$ cat src/rtl/booth_mult_if.sv
// Operand/product handshake bundle for the iterative Booth multiplier.
// The slave side is the multiplier; the master side supplies operands and consumes products.
interface booth_mult_if #(
  parameter int WIDTH = 8
);
  logic                 in_valid;
  logic                 in_ready;
  logic [WIDTH-1:0]     x;
  logic [WIDTH-1:0]     y;
  logic                 out_valid;
  logic                 out_ready;
  logic [2*WIDTH-1:0]   product;
  logic                 busy;

  modport master (
    output in_valid, x, y, out_ready,
    input  in_ready, out_valid, product, busy
  );

  modport slave (
    input  in_valid, x, y, out_ready,
    output in_ready, out_valid, product, busy
  );
endinterface

$ cat src/rtl/booth_mult_sequencer.sv
// Iterative radix-4 Booth multiplier: one shared digit decoder, one Booth digit per cycle,
// shifted partial products accumulated into a signed accumulator, result via valid/ready.
module booth_mult_sequencer #(
  parameter int WIDTH      = 8,
  parameter int EARLY_EXIT = 0
) (
  input  logic         clk,
  input  logic         rst,
  booth_mult_if.slave  bus
);

  localparam int DIGITS = WIDTH / 2 + 1;
  localparam int XS_W   = 2 * DIGITS;
  localparam int PP_W   = WIDTH + 2;
  localparam int ACC_W  = 2 * WIDTH + 2;
  localparam int CNT_W  = $clog2(DIGITS);
  localparam logic [CNT_W-1:0] LAST_CNT = CNT_W'(DIGITS - 1);

  typedef enum logic [1:0] {
    IDLE,
    RUN,
    DONE
  } state_t;

  state_t                   state;
  logic [XS_W-1:0]          xs;
  logic                     prev;
  logic [WIDTH-1:0]         yr;
  logic signed [ACC_W-1:0]  acc;
  logic [CNT_W-1:0]         cnt;

  logic [2:0]               digit;
  logic signed [PP_W-1:0]   pp;
  logic signed [ACC_W-1:0]  pp_ext;
  logic signed [ACC_W-1:0]  acc_next;
  logic [XS_W-1:0]          xs_shift;
  logic                     last_digit;

  // Radix-4 Booth recoding of one digit {x[2i+1], x[2i], x[2i-1]} into a signed multiple of m.
  function automatic logic signed [PP_W-1:0] booth_pp(input logic [2:0] d,
                                                      input logic [WIDTH-1:0] m);
    logic signed [PP_W-1:0] m1;
    logic signed [PP_W-1:0] m2;
    m1 = signed'({2'b00, m});
    m2 = signed'({1'b0, m, 1'b0});
    case (d)
      3'b001, 3'b010: booth_pp = m1;
      3'b011:         booth_pp = m2;
      3'b100:         booth_pp = -m2;
      3'b101, 3'b110: booth_pp = -m1;
      default:        booth_pp = '0;
    endcase
  endfunction

  always_comb begin
    digit    = {xs[1:0], prev};
    pp       = booth_pp(digit, yr);
    pp_ext   = {{(ACC_W-PP_W){pp[PP_W-1]}}, pp};
    acc_next = acc + (pp_ext <<< {cnt, 1'b0});
    xs_shift = xs >> 2;
    // Early exit: the bit just consumed and everything above it are zero, so all later digits are 000.
    last_digit = (cnt == LAST_CNT) ||
                 ((EARLY_EXIT != 0) && (xs_shift == '0) && !xs[1]);
  end

  always_ff @(posedge clk or posedge rst) begin
    if (rst) begin
      state         <= IDLE;
      xs            <= '0;
      prev          <= 1'b0;
      yr            <= '0;
      acc           <= '0;
      cnt           <= '0;
      bus.product   <= '0;
      bus.out_valid <= 1'b0;
      bus.in_ready  <= 1'b1;
      bus.busy      <= 1'b0;
    end else begin
      case (state)
        IDLE: begin
          if (bus.in_valid) begin
            xs           <= {2'b00, bus.x};
            prev         <= 1'b0;
            yr           <= bus.y;
            acc          <= '0;
            cnt          <= '0;
            state        <= RUN;
            bus.in_ready <= 1'b0;
            bus.busy     <= 1'b1;
          end
        end
        RUN: begin
          acc  <= acc_next;
          prev <= xs[1];
          xs   <= xs_shift;
          cnt  <= cnt + CNT_W'(1);
          if (last_digit) begin
            state         <= DONE;
            bus.out_valid <= 1'b1;
            bus.product   <= acc_next[2*WIDTH-1:0];
          end
        end
        DONE: begin
          // Operands are refused here even if the product leaves this cycle.
          if (bus.out_ready) begin
            state         <= IDLE;
            bus.out_valid <= 1'b0;
            bus.in_ready  <= 1'b1;
            bus.busy      <= 1'b0;
          end
        end
        default: begin
          state         <= IDLE;
          bus.out_valid <= 1'b0;
          bus.in_ready  <= 1'b1;
          bus.busy      <= 1'b0;
        end
      endcase
    end
  end

endmodule
$ cat src/flat_wrapper.sv
// flat-port wrapper written by rule: the top's interface ports become plain ports
module booth_mult_sequencer_flat 
#(
  parameter int WIDTH      = 8,
  parameter int EARLY_EXIT = 0
)
  (clk, rst, bus_in_valid, bus_x, bus_y, bus_out_ready, bus_in_ready, bus_out_valid, bus_product, bus_busy);
  booth_mult_if #(.WIDTH(WIDTH)) bus_i ();
  input  logic clk;
  input  logic rst;
  input wire logic [$bits(bus_i.in_valid)-1:0] bus_in_valid;
  input wire logic [$bits(bus_i.x)-1:0] bus_x;
  input wire logic [$bits(bus_i.y)-1:0] bus_y;
  input wire logic [$bits(bus_i.out_ready)-1:0] bus_out_ready;
  output wire logic [$bits(bus_i.in_ready)-1:0] bus_in_ready;
  output wire logic [$bits(bus_i.out_valid)-1:0] bus_out_valid;
  output wire logic [$bits(bus_i.product)-1:0] bus_product;
  output wire logic [$bits(bus_i.busy)-1:0] bus_busy;
  assign bus_i.in_valid = bus_in_valid;
  assign bus_i.x = bus_x;
  assign bus_i.y = bus_y;
  assign bus_i.out_ready = bus_out_ready;
  assign bus_in_ready = bus_i.in_ready;
  assign bus_out_valid = bus_i.out_valid;
  assign bus_product = bus_i.product;
  assign bus_busy = bus_i.busy;
  booth_mult_sequencer #(.WIDTH(WIDTH), .EARLY_EXIT(EARLY_EXIT)) u_core (.clk(clk), .rst(rst), .bus(bus_i));
endmodule
$ cat config.mk
export PLATFORM = sky130hd
export DESIGN_NAME = booth_mult_sequencer_flat
export DESIGN_NICKNAME = d
export VERILOG_FILES = /design/src/rtl/booth_mult_if.sv /design/src/rtl/booth_mult_sequencer.sv /design/src/flat_wrapper.sv
export SDC_FILE = /design/constraint.sdc
export NUM_CORES = 1
export LEC_CHECK = 0
export CAP_MARGIN = 20
export CORE_UTILIZATION = 40
export DETAILED_ROUTE_END_ITERATION = 12
export GPL_ROUTABILITY_DRIVEN = 0
export PLACE_DENSITY_LB_ADDON = 0.25
export SLEW_MARGIN = 20
export SYNTH_ARGS = -nofsm -noshare
export SYNTH_HDL_FRONTEND = slang
export SYNTH_SLANG_ARGS = --single-unit
$ cat constraint.sdc
create_clock -name clk -period 6.4 [get_ports clk]
set_input_delay 1.28 -clock clk [delete_from_list [all_inputs] [get_ports clk]]
set_output_delay 1.28 -clock clk [all_outputs]
set_load 0.01 [all_outputs]
==> results of run 1 <==
==> state kept, by name (all words and copies together), names as in the netlist <==
signal	cells
u_core.yr	8
u_core.acc	16
u_core.bus.out_valid	1
u_core.bus.product	16
u_core.bus.in_ready	1
u_core.xs	8
u_core.cnt	3
u_core.bus.busy	1
u_core.state	2
u_core.prev	1
==> cell type report <==
cell class / count / area (µm²)
inverters: 14 / 52.6
well taps: 129 / 161
repair buffers: 40 / 395
fillers: 935 / 4810
flip-flops and latches: 57 / 1430
clock inverters: 2 / 35.0
clock buffers: 14 / 173
multi-input cells: 346 / 2320
==> layer usage <==
layer / share of wire, % / routed length [µm] / vias to the layer above / GRT usage (%)
met5: 0 / 0 / - / 0
met4: 2.7 / 238 / 0 / 9.03
met3: 3.8 / 331 / 24 / 3.93
met2: 44 / 3850 / 76 / 28.7
met1: 49 / 4240 / 1530 / 26.3
li1: - / - / 1643 / -
==> worst max-delay path: stages, from the launching register on <==
cell	delay, ns
dfrtp_1	0.44
inv_1	0.13
ha_1	0.24
or3b_1	0.52
o311ai_2	0.28
a21oi_1	0.12
a211oi_2	0.35
nand2b_1	0.15
mux2i_1	0.20
mux2_2	0.19
nor2_1	0.04
ha_1	0.39
nand2_1	0.08
a2111oi_0	0.60
nor2_1	0.12
a21o_1	0.20
o21ai_0	0.23
xor2_1	0.22
o22ai_1	0.10
==> synthesized netlist by cell type (3+ instances only) <==
cell type and count:
a21o_1 9, ha_1 18, a21oi_1 20, or3_1 4, clkbuf_1 22, o21ai_1 3
xor2_1 11, dfrtp_1 56, o211ai_1 3, o31ai_1 4, nor2_1 25, nand2b_1 8
xnor2_1 10, nand2_1 71, nor3_1 14, nor2b_1 3, buf_6 4, buf_2 3
nand3_1 3, a31oi_1 3, mux2_2 11, o22ai_1 17, a22oi_1 3, o21ai_0 40
inv_1 13, mux2i_1 13, a211oi_1 6, o21a_1 4
==> cell families (layout without fill, tap and decap cells) <==
| family | Yosys count | in the layout | synth area share [%] |
|---|---|---|---|
| fa+ha+maj | 19 | 19 | 6.23 |
| compound gates | 135 | 135 | 23.1 |
| xor+xnor | 21 | 21 | 4.67 |
| simple gates | 145 | 145 | 17.2 |
| buf+inv | 45 | 70 | 5.25 |
| mux | 26 | 26 | 7.22 |
| flops | 57 | 57 | 36.3 |
==> power breakdown <==
| part | internal (W) | switching, W | total, W |
|---|---|---|---|
| sequential | 0.000523 | 0.000225 | 0.000748 |
| combinational | 0.000722 | 0.000894 | 0.00162 |
| clock | 0.000211 | 0.000142 | 0.000353 |
==> stage by stage <==
stage | instance area [µm²] | cells | setup WS, ns
2_1_floorplan | 3940 | 448 | 2.42
3_3_place_gp | 4350 | 586 | 1.84
3_5_place_dp | 4350 | 586 | 1.71
4_1_cts | 4550 | 602 | 1.68
5_1_grt | 4560 | 602 | 1.18
6_report | 4560 | 602 | 1.64
==> worst paths after layout <==
check	start	end	slack, ns	cells after the start
hold reg to reg	u_core.bus.product[5]	u_core.bus.product[5]	0.48	2
hold / removal	u_core.bus.product[5]	u_core.bus.product[5]	0.48	2
setup reg to reg	u_core.yr[0]	u_core.acc[15]	1.64	18
max in group asynchronous	rst	u_core.acc[11]	4.45	3
min in group asynchronous	rst	u_core.prev	1.46	3
setup / recovery	u_core.yr[0]	u_core.acc[15]	1.64	18
==> metrics.txt, run 1 <==
status=finished clean; fmax=210 MHz; final setup TNS=0 ns; final net count=507; post_cts resized=0; Syn-to-layout area delta=15.9%; WS Path Type=flop to flop; RSZ-0062 raised after global routing=false; Die H=101 µm; Site Rows=35; final hold slack=0.482 ns; GR Util All Layers=19.1%; # setup viols final=0; period utilization=74.4%; slew of the pin with the lowest slew margin=1.03 ns; CTS clk-pin slew, worst paths=0.06 ns; Clock Path Buffers=2; post-synth top area share=35.6%; # diodes=0; WP data required=6.56 ns; Fin Clk Skew=0.0104 ns; Die ar.=0.0102 mm²; DRC=0; initial antenna violation count=0; startpoint types=flop; CTS Buf Count=9; Distinct cells, synth=65; antenna viol nets, final=0; leakage=1.93 nW; post-synth top area cell=dfrtp_1; Main synth FF type=dfrtp_1; register bit count reported by yosys=57; Initial Util=42.0%; Synth Net Count=487; layout cell share with drive strength beyond 1=10.6%; min Tclk post-route=4.76 ns; Max Cap Viol=0; Synth Cell Area=0.00394 mm²; CP Capture Type=flop; top cells by area, synth=dfrtp_1, nand2_1, ha_1; Core Util, Final=48.7%; Skew-Pair Late Insertion Delay=0.34 ns; port bufs=38; Initial DRC Count=185; Mapped Cells=448; vias in the first global route=3219; Post-synth EDFFs=0; Top-Level Pins=39; CTS hold repair buffers=0; root buffer cell=clkbuf_8; peak supply drop=0.315 mV; CTS sink count=57; Routed WL per cell=14.4 µm; yosys warns=0; core area=0.00937 mm²; H-tree levels=3; first-pass GRT wire length=15.4 mm; Routed WL=8.66 mm; worst hold-check path type=flop to flop; Arrival @ worst endpoint=4.92 ns; Slew HR=31.1%; Slew Viols, Final=0; most common cell after layout, fill and taps aside=nand2_1; buffer count from post-CTS setup fixing=0; largest net degree at the start of global routing=58; vias per cell=5.44; asr flop ratio synth=100%; Crit Path Max Fanout=7; Synth Area per Inst=8.78 µm²; final hold viol count=0; TritonCTS clock tree=yes; Pre-antenna DRT Iters=6; hpwl dp=6.13 mm; Die Wd=101 µm; Remaining Overflow, GRT=0; vias=3273; most frequent cells in the layout=nand2_1, dfrtp_1, o21ai_0; sequential area share after synthesis=36.3%; total power draw=0.00272 W; power per cell area=596 mW/mm²
Power figures use the tool's default switching activity.
==> run 2: changes to the inputs <==
==> constraint.sdc (replaced) <==
create_clock -name clk -period 4.75 [get_ports clk]
set_input_delay 0.95 -clock clk [delete_from_list [all_inputs] [get_ports clk]]
set_output_delay 0.95 -clock clk [all_outputs]
set_load 0.01 [all_outputs]
==> run 2 against run 1 <==
Non-clock buffer count increased by 4. Die area unchanged. First-iteration DRC count decreased by 11%. Combinational power increased by 42%. Setup slack got worse by 1.3 ns. Fmax increased by 9.0%. Cell count increased by 0.66%. Final area increased by 1.9%. Global-route usage increased by 0.27 points. Via count increased by 0.46%. Count of clock-buffer cells in the layout decreased by 2. Critical path depth increased by 1. Critical endpoint unchanged. Largest cell class unchanged. Largest power group unchanged. Highest routed layer unchanged.
==> metrics.txt, run 2 (synthesis gave the netlist of run 1 again) <==
core area=0.00937 mm² (unchanged); CP Capture Type=flop; pre-CTS setup slack=0.0653 ns (-1.64 ns); Die Wd=101 µm (unchanged); Crit Path Max Fanout=7 (unchanged); RSZ-0062 raised after global routing=false; Critical path origin=u_core.yr[0]; vias per cell=5.43 (-0.20%); final net count=511 (+0.79%); most frequent cells in the layout=nand2_1, dfrtp_1, o21ai_0; final cell count without fillers=606 (+0.66%); most common cell after layout, fill and taps aside=nand2_1; Remaining Overflow, GRT=0 (unchanged); Max Cap Viol=0 (unchanged); Initial DRC Count=165 (-11%); total power draw=0.00380 W (+40%); reg2reg setup slack=0.38 ns (-1.26 ns); post-route setup slack=0.385 ns (-1.26 ns); GR Util All Layers=19.3% (+0.27 points); Routed WL per cell=14.6 µm (+1.8%); Fill cells=926 (-0.96%); vias in the first global route=3278 (+1.8%); DRC=0 (unchanged); largest net degree at the start of global routing=45 (-22%); leakage=1.97 nW (+1.8%); min Tclk post-route=4.37 ns (-0.394 ns); Die ar.=0.0102 mm² (unchanged); CTS sink count=57 (unchanged); Site Rows=35 (unchanged); Critical R2R Launch=u_core.yr[0]; Largest regs=u_core.acc x16, u_core.bus.product x16; worst hold-check path type=flop to flop; Top-Level Pins=39 (unchanged); port bufs=38 (unchanged); first-pass GRT wire length=15.6 mm (+0.94%); final hold viol count=0 (unchanged); CTS Buf Count=9 (unchanged); Die H=101 µm (unchanged); period utilization=91.9% (+18 points); slew of the pin with the lowest slew margin=1.02 ns (-0.00557 ns); initial antenna violation count=0 (unchanged); power per cell area=819 mW/mm² (+37%); startpoint types=flop; Fin Clk Skew=0.0107 ns (+0.000268 ns); Syn-to-layout area delta=18.1%; Pre-antenna DRT Iters=4 (-2); Slew HR=31.5% (+0.37 points); Slew Viols, Final=0 (unchanged); Arrival @ worst endpoint=4.53 ns (-0.39 ns); Skew-Pair Late Insertion Delay=0.34 ns (about the same); Clock Path Buffers=2 (unchanged); final setup TNS=0 ns (unchanged); Routed WL=8.88 mm (+2.5%); hold path start=u_core.xs[6]; Initial Util=42.0% (unchanged); CTS hold repair buffers=0 (unchanged); Core Util, Final=49.6% (+0.91 points); hpwl dp=6.27 mm (+2.3%); vias=3288 (+0.46%); antenna viol nets, final=0 (unchanged); fmax=229 MHz (+9.0%); status=finished clean; placed cell count=589 (+0.51%); root buffer cell=clkbuf_8; # setup viols final=0 (unchanged); WS Path Type=flop to flop; TritonCTS clock tree=yes; layout cell share with drive strength beyond 1=12.4% (+1.8 points); WP data required=4.92 ns (-1.64 ns); # diodes=0 (unchanged); CTS clk-pin slew, worst paths=0.07 ns (about the same); H-tree levels=3 (unchanged); peak supply drop=0.343 mV (+9.1%)
run 2: report_power, final:
part           internal (W)  leakage [nW]  switching, W
Sequential         0.000706         0.718      0.000264
Clock              0.000338         0.123      0.000201
Combinational       0.00101          1.13       0.00128
Total               0.00206          1.97       0.00175
run 2: timing repair:
| item | in CTS | in global routing |
|---|---|---|
| endpoints found under the setup margin | 0 | 6 |
| gates resized for setup | 0 | 5 |
| buffers inserted | 0 | 1 |
| endpoints found under the hold margin | 0 | 0 |
run 2: final cells by class:
class                      instances  area, µm²  share of cell area, %
sequential                        57       1430                   30.7
tap                              129        161                   3.47
multi-input combinational        346       2340                   50.4
clock buffer                      12        165                   3.56
inverter                          14       52.6                   1.13
clock inverter                     4       73.8                   1.59
timing repair buffer              44        425                   9.16
run 2: through the flow:
| step | hold slack [ns] | cell area, µm² |
|---|---|---|
| finish | 0.477 | 4650 |
| global route | 0.510 | 4650 |
| CTS | 0.481 | 4610 |
| global placement | 0.458 | 4370 |
| detailed placement | 0.463 | 4370 |
| floorplan | 0.449 | 3940 |
run 2: routing by layer:
metal  share of wire (%)  GRT usage [%]  vias to the layer above
li1                    -              -                     1645
met1                  48           25.8                     1549
met2                  46           30.7                       79
met3                 3.8           4.07                       15
met4                 1.6           7.69                        0
met5                   0              0                        -
run 2: final timing paths:
check	to	cells past startpoint
setup / recovery	u_core.acc[15]	19
hold / removal	u_core.xs[4]	2
setup reg to reg	u_core.acc[15]	19
hold reg to reg	u_core.xs[4]	2
max in group asynchronous	u_core.acc[15]	3
min in group asynchronous	u_core.yr[5]	2
run 2: critical path, stage by stage, from the launching register on:
cell	delay [ns]
dfrtp_1	0.44
inv_1	0.13
ha_2	0.23
or3b_4	0.45
nand2_1	0.10
xnor2_1	0.09
a211o_1	0.30
a22oi_1	0.20
mux2i_1	0.13
o21ai_1	0.21
nor2_1	0.07
ha_1	0.34
o211ai_1	0.09
o21a_1	0.25
a2111oi_4	0.34
nor2_1	0.09
a21o_1	0.19
o21ai_0	0.23
xor2_1	0.21
o22ai_1	0.09
